**config.mk**
```make
export PLATFORM = sky130hd
export DESIGN_NAME = fft_frame_rx
export DESIGN_NICKNAME = d
export VERILOG_FILES = /design/src/rtl/fft_rx_pkg.sv /design/src/rtl/fft_mag_sq.sv /design/src/rtl/fft_frame_rx.sv
export SDC_FILE = /design/constraint.sdc
export NUM_CORES = 1
export LEC_CHECK = 0
export CAP_MARGIN = 20
export CORE_AREA = 2 2 87 89
export DETAILED_ROUTE_END_ITERATION = 6
export DIE_AREA = 0 0 89 91
export PLACE_DENSITY = 0.7
export SETUP_SLACK_MARGIN = 0.4
export SLEW_MARGIN = 20
export SYNTH_ARGS = -nofsm -noshare
export SYNTH_HDL_FRONTEND = slang
export SYNTH_SLANG_ARGS = --single-unit
```
**constraint.sdc**
```tcl
create_clock -name clk -period 2.04 [get_ports clk]
set_input_delay 0.612 -clock clk [delete_from_list [all_inputs] [get_ports clk]]
set_output_delay 0.612 -clock clk [all_outputs]
set_load 0.05 [all_outputs]
```
**src/rtl/fft_rx_pkg.sv**
```systemverilog
// Shared types and defaults for the FFT source-stream receiver.
package fft_rx_pkg;

   localparam int FFT_LEN_DEF = 512;
   localparam int DATA_W_DEF  = 16;
   localparam int EXP_W_DEF   = 6;

   // Bit positions inside the 3-bit frame error word.
   localparam int ERR_CORE    = 0;
   localparam int ERR_RESTART = 1;
   localparam int ERR_LONG    = 2;
   localparam int ERR_W       = 3;

   typedef enum logic [1:0] {
      IDLE    = 2'd0,
      CAPTURE = 2'd1,
      HOLD    = 2'd2
   } rx_state_e;

endpackage

```
**src/rtl/fft_mag_sq.sv**
```systemverilog
// One-stage registered magnitude-squared unit: mag = re^2 + im^2, unsigned.
module fft_mag_sq #(
   parameter int DATA_W = 16
) (
   input  logic                     clk,
   input  logic                     rst,
   input  logic                     en_i,
   input  logic signed [DATA_W-1:0] re_i,
   input  logic signed [DATA_W-1:0] im_i,
   output logic [2*DATA_W:0]        mag_o
);

   logic signed [2*DATA_W-1:0] re_ext;
   logic signed [2*DATA_W-1:0] im_ext;
   logic        [2*DATA_W-1:0] re_sq;
   logic        [2*DATA_W-1:0] im_sq;
   logic        [2*DATA_W:0]   mag_d;
   logic        [2*DATA_W:0]   mag_q;

   // Squares of a signed value are never negative and fit in 2*DATA_W bits,
   // so the sum needs exactly one extra bit.
   assign re_ext = (2*DATA_W)'(re_i);
   assign im_ext = (2*DATA_W)'(im_i);
   assign re_sq  = re_ext * re_ext;
   assign im_sq  = im_ext * im_ext;
   assign mag_d  = {1'b0, re_sq} + {1'b0, im_sq};

   // Result register, loaded only when a valid sample is presented.
   always_ff @(posedge clk) begin
      if (rst) begin
         mag_q <= '0;
      end else if (en_i) begin
         mag_q <= mag_d;
      end
   end

   assign mag_o = mag_q;

endmodule

```
**src/rtl/fft_frame_rx.sv**
```systemverilog
// Receive side of the FFT Avalon-ST source stream: checks sop/eop framing
// against FFT_LEN, writes each bin to an external frame buffer and holds the
// core off until the consumer releases the buffer.
// Define FFT_RX_MAG_EN to write |X|^2 instead of {real, imag}; this adds one
// pipeline stage on the buffer write port.
module fft_frame_rx
   import fft_rx_pkg::*;
#(
   parameter  int FFT_LEN = FFT_LEN_DEF,
   parameter  int DATA_W  = DATA_W_DEF,
   parameter  int EXP_W   = EXP_W_DEF,
   localparam int ADDR_W  = $clog2(FFT_LEN),
`ifdef FFT_RX_MAG_EN
   localparam int WR_W    = 2*DATA_W+1
`else
   localparam int WR_W    = 2*DATA_W
`endif
) (
   input  logic              clk,
   input  logic              rst,
   input  logic              source_valid,
   input  logic              source_sop,
   input  logic              source_eop,
   input  logic [DATA_W-1:0] source_real,
   input  logic [DATA_W-1:0] source_imag,
   input  logic [EXP_W-1:0]  source_exp,
   input  logic [1:0]        source_error,
   output logic              source_ready,
   output logic              buf_wr_en,
   output logic [ADDR_W-1:0] buf_wr_addr,
   output logic [WR_W-1:0]   buf_wr_data,
   output logic              frame_done,
   output logic [EXP_W-1:0]  frame_exp,
   output logic [ERR_W-1:0]  frame_err,
   output logic              frame_drop,
   input  logic              rd_release
);

   localparam logic [ADDR_W-1:0] LAST_BIN = ADDR_W'(FFT_LEN-1);

   rx_state_e           state_q, state_d;
   logic [ADDR_W-1:0]   cnt_q, cnt_d;
   logic [ERR_W-1:0]    err_q, err_d;
   logic [EXP_W-1:0]    exp_q, exp_d;
   logic                ready_q;

   logic                beat;
   logic                core_err;
   logic                wr_d;
   logic [ADDR_W-1:0]   addr_d;
   logic                last_d;
   logic                short_d;

   logic                wr_en_q;
   logic [ADDR_W-1:0]   wr_addr_q;
   logic [2*DATA_W-1:0] wr_data_q;
   logic                last_q;
   logic                short_q;

   logic                last_w;
   logic                short_w;

   logic                done_q;
   logic                drop_q;
   logic [ERR_W-1:0]    ferr_q;
   logic [EXP_W-1:0]    fexp_q;

   assign beat     = source_valid & ready_q;
   assign core_err = |source_error;

   // Framing FSM: next state, bin counter, error flags and write request.
   always_comb begin
      // NOTE: every signal gets a default first so no path leaves one
      // unassigned; otherwise synthesis infers a latch.
      state_d = state_q;
      cnt_d   = cnt_q;
      err_d   = err_q;
      exp_d   = exp_q;
      wr_d    = 1'b0;
      addr_d  = cnt_q;
      last_d  = 1'b0;
      short_d = 1'b0;

      unique case (state_q)
         IDLE: begin
            if (beat && source_sop) begin
               wr_d            = 1'b1;
               addr_d          = '0;
               exp_d           = source_exp;
               err_d           = '0;
               err_d[ERR_CORE] = core_err;
               cnt_d           = ADDR_W'(1);
               state_d         = CAPTURE;
            end
         end

         CAPTURE: begin
            if (beat) begin
               wr_d            = 1'b1;
               err_d[ERR_CORE] = err_q[ERR_CORE] | core_err;
               if (source_sop) begin
                  // Restart: this beat becomes bin 0 of a fresh frame.
                  addr_d             = '0;
                  exp_d              = source_exp;
                  err_d              = '0;
                  err_d[ERR_RESTART] = 1'b1;
                  err_d[ERR_CORE]    = core_err;
                  cnt_d              = ADDR_W'(1);
               end else if (cnt_q == LAST_BIN) begin
                  err_d[ERR_LONG] = ~source_eop;
                  last_d          = 1'b1;
                  cnt_d           = '0;
                  state_d         = HOLD;
               end else if (source_eop) begin
                  short_d = 1'b1;
                  cnt_d   = '0;
                  state_d = IDLE;
               end else begin
                  cnt_d = cnt_q + ADDR_W'(1);
               end
            end
         end

         HOLD: begin
            if (rd_release) begin
               state_d = IDLE;
            end
         end

         default: state_d = IDLE;
      endcase
   end

   // Control state registers; source_ready is a registered decode of the next state.
   always_ff @(posedge clk) begin
      // NOTE: sequential state uses non-blocking assignments so every register
      // samples the pre-edge values regardless of statement order.
      if (rst) begin
         state_q <= IDLE;
         cnt_q   <= '0;
         err_q   <= '0;
         exp_q   <= '0;
         ready_q <= 1'b0;
      end else begin
         state_q <= state_d;
         cnt_q   <= cnt_d;
         err_q   <= err_d;
         exp_q   <= exp_d;
         ready_q <= (state_d != HOLD);
      end
   end

   // First write stage: register the accepted beat and its framing markers.
   always_ff @(posedge clk) begin
      // NOTE: the datapath registers are reset too, because every output must
      // read 0 while rst is held, not just the strobes.
      if (rst) begin
         wr_en_q   <= 1'b0;
         wr_addr_q <= '0;
         wr_data_q <= '0;
         last_q    <= 1'b0;
         short_q   <= 1'b0;
      end else begin
         wr_en_q <= wr_d;
         last_q  <= last_d;
         short_q <= short_d;
         if (wr_d) begin
            wr_addr_q <= addr_d;
            wr_data_q <= {source_real, source_imag};
         end
      end
   end

`ifdef FFT_RX_MAG_EN
   logic              wr_en_q2;
   logic [ADDR_W-1:0] wr_addr_q2;
   logic              last_q2;
   logic              short_q2;
   logic [WR_W-1:0]   mag;

   fft_mag_sq #(
      .DATA_W (DATA_W)
   ) u_mag (
      .clk   (clk),
      .rst   (rst),
      .en_i  (wr_en_q),
      .re_i  (wr_data_q[2*DATA_W-1:DATA_W]),
      .im_i  (wr_data_q[DATA_W-1:0]),
      .mag_o (mag)
   );

   // Second write stage: delay strobe, address and markers to match the squarer.
   always_ff @(posedge clk) begin
      if (rst) begin
         wr_en_q2   <= 1'b0;
         wr_addr_q2 <= '0;
         last_q2    <= 1'b0;
         short_q2   <= 1'b0;
      end else begin
         wr_en_q2   <= wr_en_q;
         wr_addr_q2 <= wr_addr_q;
         last_q2    <= last_q;
         short_q2   <= short_q;
      end
   end

   assign buf_wr_en   = wr_en_q2;
   assign buf_wr_addr = wr_addr_q2;
   assign buf_wr_data = mag;
   assign last_w      = last_q2;
   assign short_w     = short_q2;
`else
   assign buf_wr_en   = wr_en_q;
   assign buf_wr_addr = wr_addr_q;
   assign buf_wr_data = wr_data_q;
   assign last_w      = last_q;
   assign short_w     = short_q;
`endif

   // Frame status: pulses land one cycle after the final buffer write. err_q and
   // exp_q cannot change before this edge since the next frame's first beat is
   // at the earliest simultaneous with it.
   always_ff @(posedge clk) begin
      if (rst) begin
         done_q <= 1'b0;
         drop_q <= 1'b0;
         ferr_q <= '0;
         fexp_q <= '0;
      end else begin
         done_q <= last_w;
         drop_q <= short_w;
         ferr_q <= last_w ? err_q : '0;
         if (last_w) begin
            fexp_q <= exp_q;
         end
      end
   end

   assign source_ready = ready_q;
   assign frame_done   = done_q;
   assign frame_drop   = drop_q;
   assign frame_err    = ferr_q;
   assign frame_exp    = fexp_q;

endmodule

```
After elaboration in Yosys (flattened, before gate mapping)
Cells that the tools add are included.
- add/subtract/negate cells: 1
- equality and inequality tests: 8
- mux-type cells: 32
- bitwise gates (word level): 6
- reduce and logical (&&, ||, !) cells: 10
- operators with widths (operator ; count):
    9-bit two-way mux ; 8
    9-bit case mux with 2 select lines ; 2
    6-bit two-way mux ; 3
    2-bit two-way mux ; 7
    6-bit case mux with 2 select lines ; 1
    9-bit by 1-bit adder with 9-bit output (second input constant) ; 1
    9-bit equality test (second input constant) ; 1
    2-bit != test (second input constant) ; 4
    4-bit AND reduction ; 2
    1-bit two-way mux ; 6
    3-bit two-way mux ; 2
    2-bit case mux with 3 select lines ; 1
    3-bit case mux with 2 select lines ; 1
    5-bit OR reduction ; 1
    1-bit NOT ; 4
    2-bit OR reduction ; 2
    4-bit OR reduction ; 1
    3-bit != test (second input constant) ; 1
    3-bit AND reduction ; 1
    2-bit by 1-bit equality test with 1-bit output (second input constant) ; 1
    2-bit equality test (second input constant) ; 1
    2-bit zero test ; 1
    1-bit case mux with 2 select lines ; 1
    2-bit nonzero test ; 1
    3 further kinds ; 3
- register bits: 76
- input port bits: 46
- output and inout bits: 54
- word-level logic and storage cells: 73

Longest topological paths before layout
- depth after elaboration: 6
- mapped depth: 9
- mapped depth without buffers: 9

Least setup slack after synthesis
OpenSTA, ideal clock, no wires.
- path type: register -> register
- start: register cnt_q[0]
- end: register cnt_q[7]
- setup time: 0.088 ns
- data arrival time: 2.144 ns
- data required time: 1.952 ns
- slack: -0.192 ns
- stages on the path, launching flop included: 9
- path buffers: 0
- clock period less this slack: 2.232 ns
- path through: dfxtp_1 ha_1 and3_1 and3_1 and3_1 ha_1 nor4_4 a41oi_1 a311oi_2
- longest elaborated chain between the ends: 6
- elaborated cells between the ends (all ways): 7
- those cells by class: add/sub: 1; eq/ne: 1; mux: 5
- RTL lines (what ; RTL line ; text):
    from (decl) ; fft_frame_rx.sv:42 ; logic [ADDR_W-1:0] cnt_q, cnt_d;
    from (signal assigned) ; fft_frame_rx.sv:146 ; cnt_q <= cnt_d;
    9-bit by 1-bit adder with 9-bit output ; fft_frame_rx.sv:119 ; cnt_d = cnt_q + ADDR_W'(1);
    9-bit two-way mux ; fft_frame_rx.sv:114 ; end else if (source_eop) begin
    9-bit two-way mux * ; fft_frame_rx.sv:109 ; end else if (cnt_q == LAST_BIN) begin
    9-bit two-way mux * ; fft_frame_rx.sv:101 ; if (source_sop) begin
    9-bit two-way mux * ; fft_frame_rx.sv:98 ; if (beat) begin
    9-bit case mux with 2 select lines * ; fft_frame_rx.sv:84 ; unique case (state_q)
Mark *: on every way between the ends. The rest lies on a longest branch, timed or not. The select of a mux whose other input is x is not followed.
A chain may end at the register's enable or synchronous reset.

Final worst setup path
- start: register cnt_q[0]
- end: register cnt_q[4]
Same word-level chain as after synthesis.

==> results.yml <==
outcome:
  status: "complete, no violations"
floorplanning:
  die_x_um: 89
  initial_core_util_pct: 38.9
  dieArea_um2: 8100
  row_count: 31
  fp.coreArea_um2: 7140
  num_io_pins: 100
  fp.dieH_um: 91
worst_setup_path:
  r2r_start: "cnt_q[0]$_SDFFE_PP0P_"
  worst-endpoint-arrival_ns: 2.24
  critPathLaunch: "cnt_q[0]$_SDFFE_PP0P_"
  critPathRequiredTime_ns: 2.29
  critPathLaunchType: "register"
  end_kind: "register"
  reg2reg_slack_ns: 0.05
  reg2reg_depth: 10
  crit_type: "register to register"
  r2r_end: "cnt_q[4]$_SDFFE_PP0P_"
  endpoint: "cnt_q[4]$_SDFFE_PP0P_"
  critical_path.max_fanout: 5
detailed_routing:
  num_vias: 2510
  wire_per_inst_um: 13.2
  postRouteAntennaNets: 0
  routedLengthMet1_um: 3230
  top_layer: "met4"
  avgViaCountPerCell: 4.67
  wirelength_um: 7100
  drcViolationCount: 0
  drtIter0Drc: 118
  route.met2.wl_um: 3420
  route.met3.wl_um: 404
  drtPass1Iterations: 4
finish:
  fin_cells: 538
  antennaDiodeCount: 0
  drive_above_1_share_pct: 30.1
  fill_cells: 663
  regArea_um2: 1530
  syn2layout_area_growth_pct: 56.3
  multi_input_area_um2: 1300
  fin_nets: 483
clocking:
  insertion_delay_ns: 0.33
  ctsHoldBuffers: 0
  cts_buffers: 9
  clockBufferDepth: 2
  cts.sinks: 76
  clk_pin_slew_ns: 0.08
  cts_root_buf: "clkbuf_8"
  cts_max_level: 3
  cts_tree: "done"
sta:
  final-setup-viol-count: 0
  tightest_slew_ns: 0.385
  setup_ws_ns: 0.0464
  skew_ns: 0.00986
  finalHoldViolCount: 0
  drv_slew: 0
  fin_crit_sh_pct: 97.7
  fmax_ghz: 0.502
  hold_slack_ns: 0.442
  slew_headroom_pct: 74.3
  fin_crit_ns: 1.99
  rsz0062_at_grt: "yes"
power_and_ir_drop:
  powerDensity_nw_per_um2: 735
  p_total_mw: 3.18
  irDropWorstVdd_mv: 0.362
  power.leakage_nw: 1.74
logic_synthesis:
  syn_nets: 356
  syn_area_um2: 2770
  ys_seq_elements: 76
  yosysSeqAreaShare_pct: 54.8
  synthCells: 307
  avgSynthCellArea_um2: 9.04
  yosys_warnings: 0
  yosys.cell_types.count: 32
hold_path:
  hold_path_class: "register to register"
placement:
  dpl.cell_count: 514
  io_buffers: 99
  post-place-ws_ns: -0.186
  hpwl_um: 4950
  place.gp.congestion: 0.765
global_routing:
  overflow: 0
  grt_max_degree: 31
  grt_pass1_vias: 2344
  grt_first_pass_wirelength_um: 11300
  antenna_found_initial: 0
  grt_usage_pct: 17.7
run:
  maxCapViolCount: 0
==> stage by stage <==
step	util (%)	TNS, ns	area (µm²)
detailed placement	55.1	-6.09	3930
global placement	55.1	-4.28	3930
CTS	59.9	0	4280
floorplan	-	0	2820
global route	60.7	-0.00653	4340
finish	60.7	0	4340
==> timing repair <==
item                       4_1_cts  5_1_grt
cloned                           2        0
setup endpoints to repair       62       24
resized for setup               16       13
pin swaps                       14       11
buffers inserted                 5        1
==> worst max-delay path, stage by stage (launching register included) <==
cell and delay [ns]:
dfxtp_2 0.34, ha_4 0.15, and3_4 0.17, and3_4 0.18, and3_4 0.19, ha_4 0.18
nor4_4 0.14, buf_6 0.16, buf_12 0.11, a21oi_4 0.04, a311oi_2 0.24
==> cells in the final DEF, fill, tap and decap left out, types with 5 or more instances in the layout <==
| cell type | Yosys | routed |
|---|---|---|
| a21oi_1 | 46 | 44 |
| a22o_1 | 7 | 7 |
| a311oi_1 | 6 | 5 |
| and2_1 | 5 | 5 |
| buf_4 | 1 | 79 |
| buf_6 | 0 | 8 |
| clkbuf_8 | 0 | 10 |
| clkdlybuf4s50_1 | 0 | 42 |
| dfxtp_1 | 76 | 73 |
| mux2i_1 | 9 | 9 |
| nand2_1 | 83 | 83 |
| nand2b_1 | 5 | 5 |
| nor2_1 | 17 | 16 |
==> routing by layer <==
| layer | up-vias | GRT usage [%] |
|---|---|---|
| met5 | - | 0 |
| met3 | 2 | 3.73 |
| met2 | 69 | 27.5 |
| met1 | 1147 | 23.7 |
| li1 | 1292 | - |
| met4 | 0 | 6.97 |
==> sequential cells by signal, indices dropped and copies added, names as in the netlist <==
name and count:
frame_exp 6, frame_done 1, short_q 1, state_q 2
buf_wr_data 32, source_ready 1, buf_wr_addr 9, last_q 1
exp_q 6, frame_drop 1, cnt_q 9, buf_wr_en 1
frame_err 3, err_q 3
==> synth_stat cells <==
master,instances,area (µm²)
o21bai_1,1,7.51
a211oi_1,1,7.51
and3_1,5,31.3
a311oi_2,1,15.0
nand2_1,83,312
o21ai_2,1,8.76
nand2b_1,5,31.3
nor3_1,3,15.0
a22o_1,7,61.3
o21ai_1,1,5.00
dfxtp_1,76,1520
and3b_1,2,17.5
nand4b_4,1,23.8
nor2b_1,3,18.8
nor2_1,17,63.8
clkbuf_1,12,45.0
nor3_4,1,16.3
o21ai_0,2,10.0
buf_2,6,30.0
nor3_2,1,10.0
a41oi_1,1,8.76
nand3_1,2,10.0
a21oi_1,46,230
buf_4,1,7.51
o21a_1,1,7.51
or3b_4,1,11.3
nor4_4,1,21.3
a22oi_1,2,15.0
a311oi_1,6,52.6
and2_1,5,31.3
mux2i_1,9,90.1
ha_1,3,37.5
==> worst min-delay path by stage <==
stage                       start               endpoint  slack, ns  cells past startpoint
6_report       short_q$_SDFF_PP0_  frame_drop$_SDFF_PP0_       0.44                      1
5_1_grt        short_q$_SDFF_PP0_  frame_drop$_SDFF_PP0_       0.47                      1
4_1_cts        short_q$_SDFF_PP0_  frame_drop$_SDFF_PP0_       0.44                      1
3_3_place_gp   short_q$_SDFF_PP0_  frame_drop$_SDFF_PP0_       0.42                      1
2_1_floorplan  short_q$_SDFF_PP0_  frame_drop$_SDFF_PP0_       0.41                      1
3_5_place_dp   short_q$_SDFF_PP0_  frame_drop$_SDFF_PP0_       0.42                      1
==> cell type report <==
type                    instances  area share (%)
clock buffers                  12            3.35
flip-flops and latches         76            35.2
multi-input cells             212            29.9
clock inverters                 4            1.67
repair buffers                135            27.0
well taps                      99            2.86
==> report_power, final <==
group	switching [mW]	leakage, nW	internal (mW)	total, mW
logic	0.233	1.02	0.178	0.411
clock network	0.510	0.107	0.722	1.23
registers	0.0210	0.617	1.52	1.54
==> kinds of logic (layout without fill, tap and decap cells) <==
group           after synthesis  after routing  share of synthesized area, %
compound gates               70             70                          15.5
mux                           9              9                          3.25
flops                        76             76                          54.8
buf+inv                      19            151                          2.98
simple gates                130            130                          22.1
fa+ha+maj                     3              3                          1.35
Power figures use the tool's default switching activity.
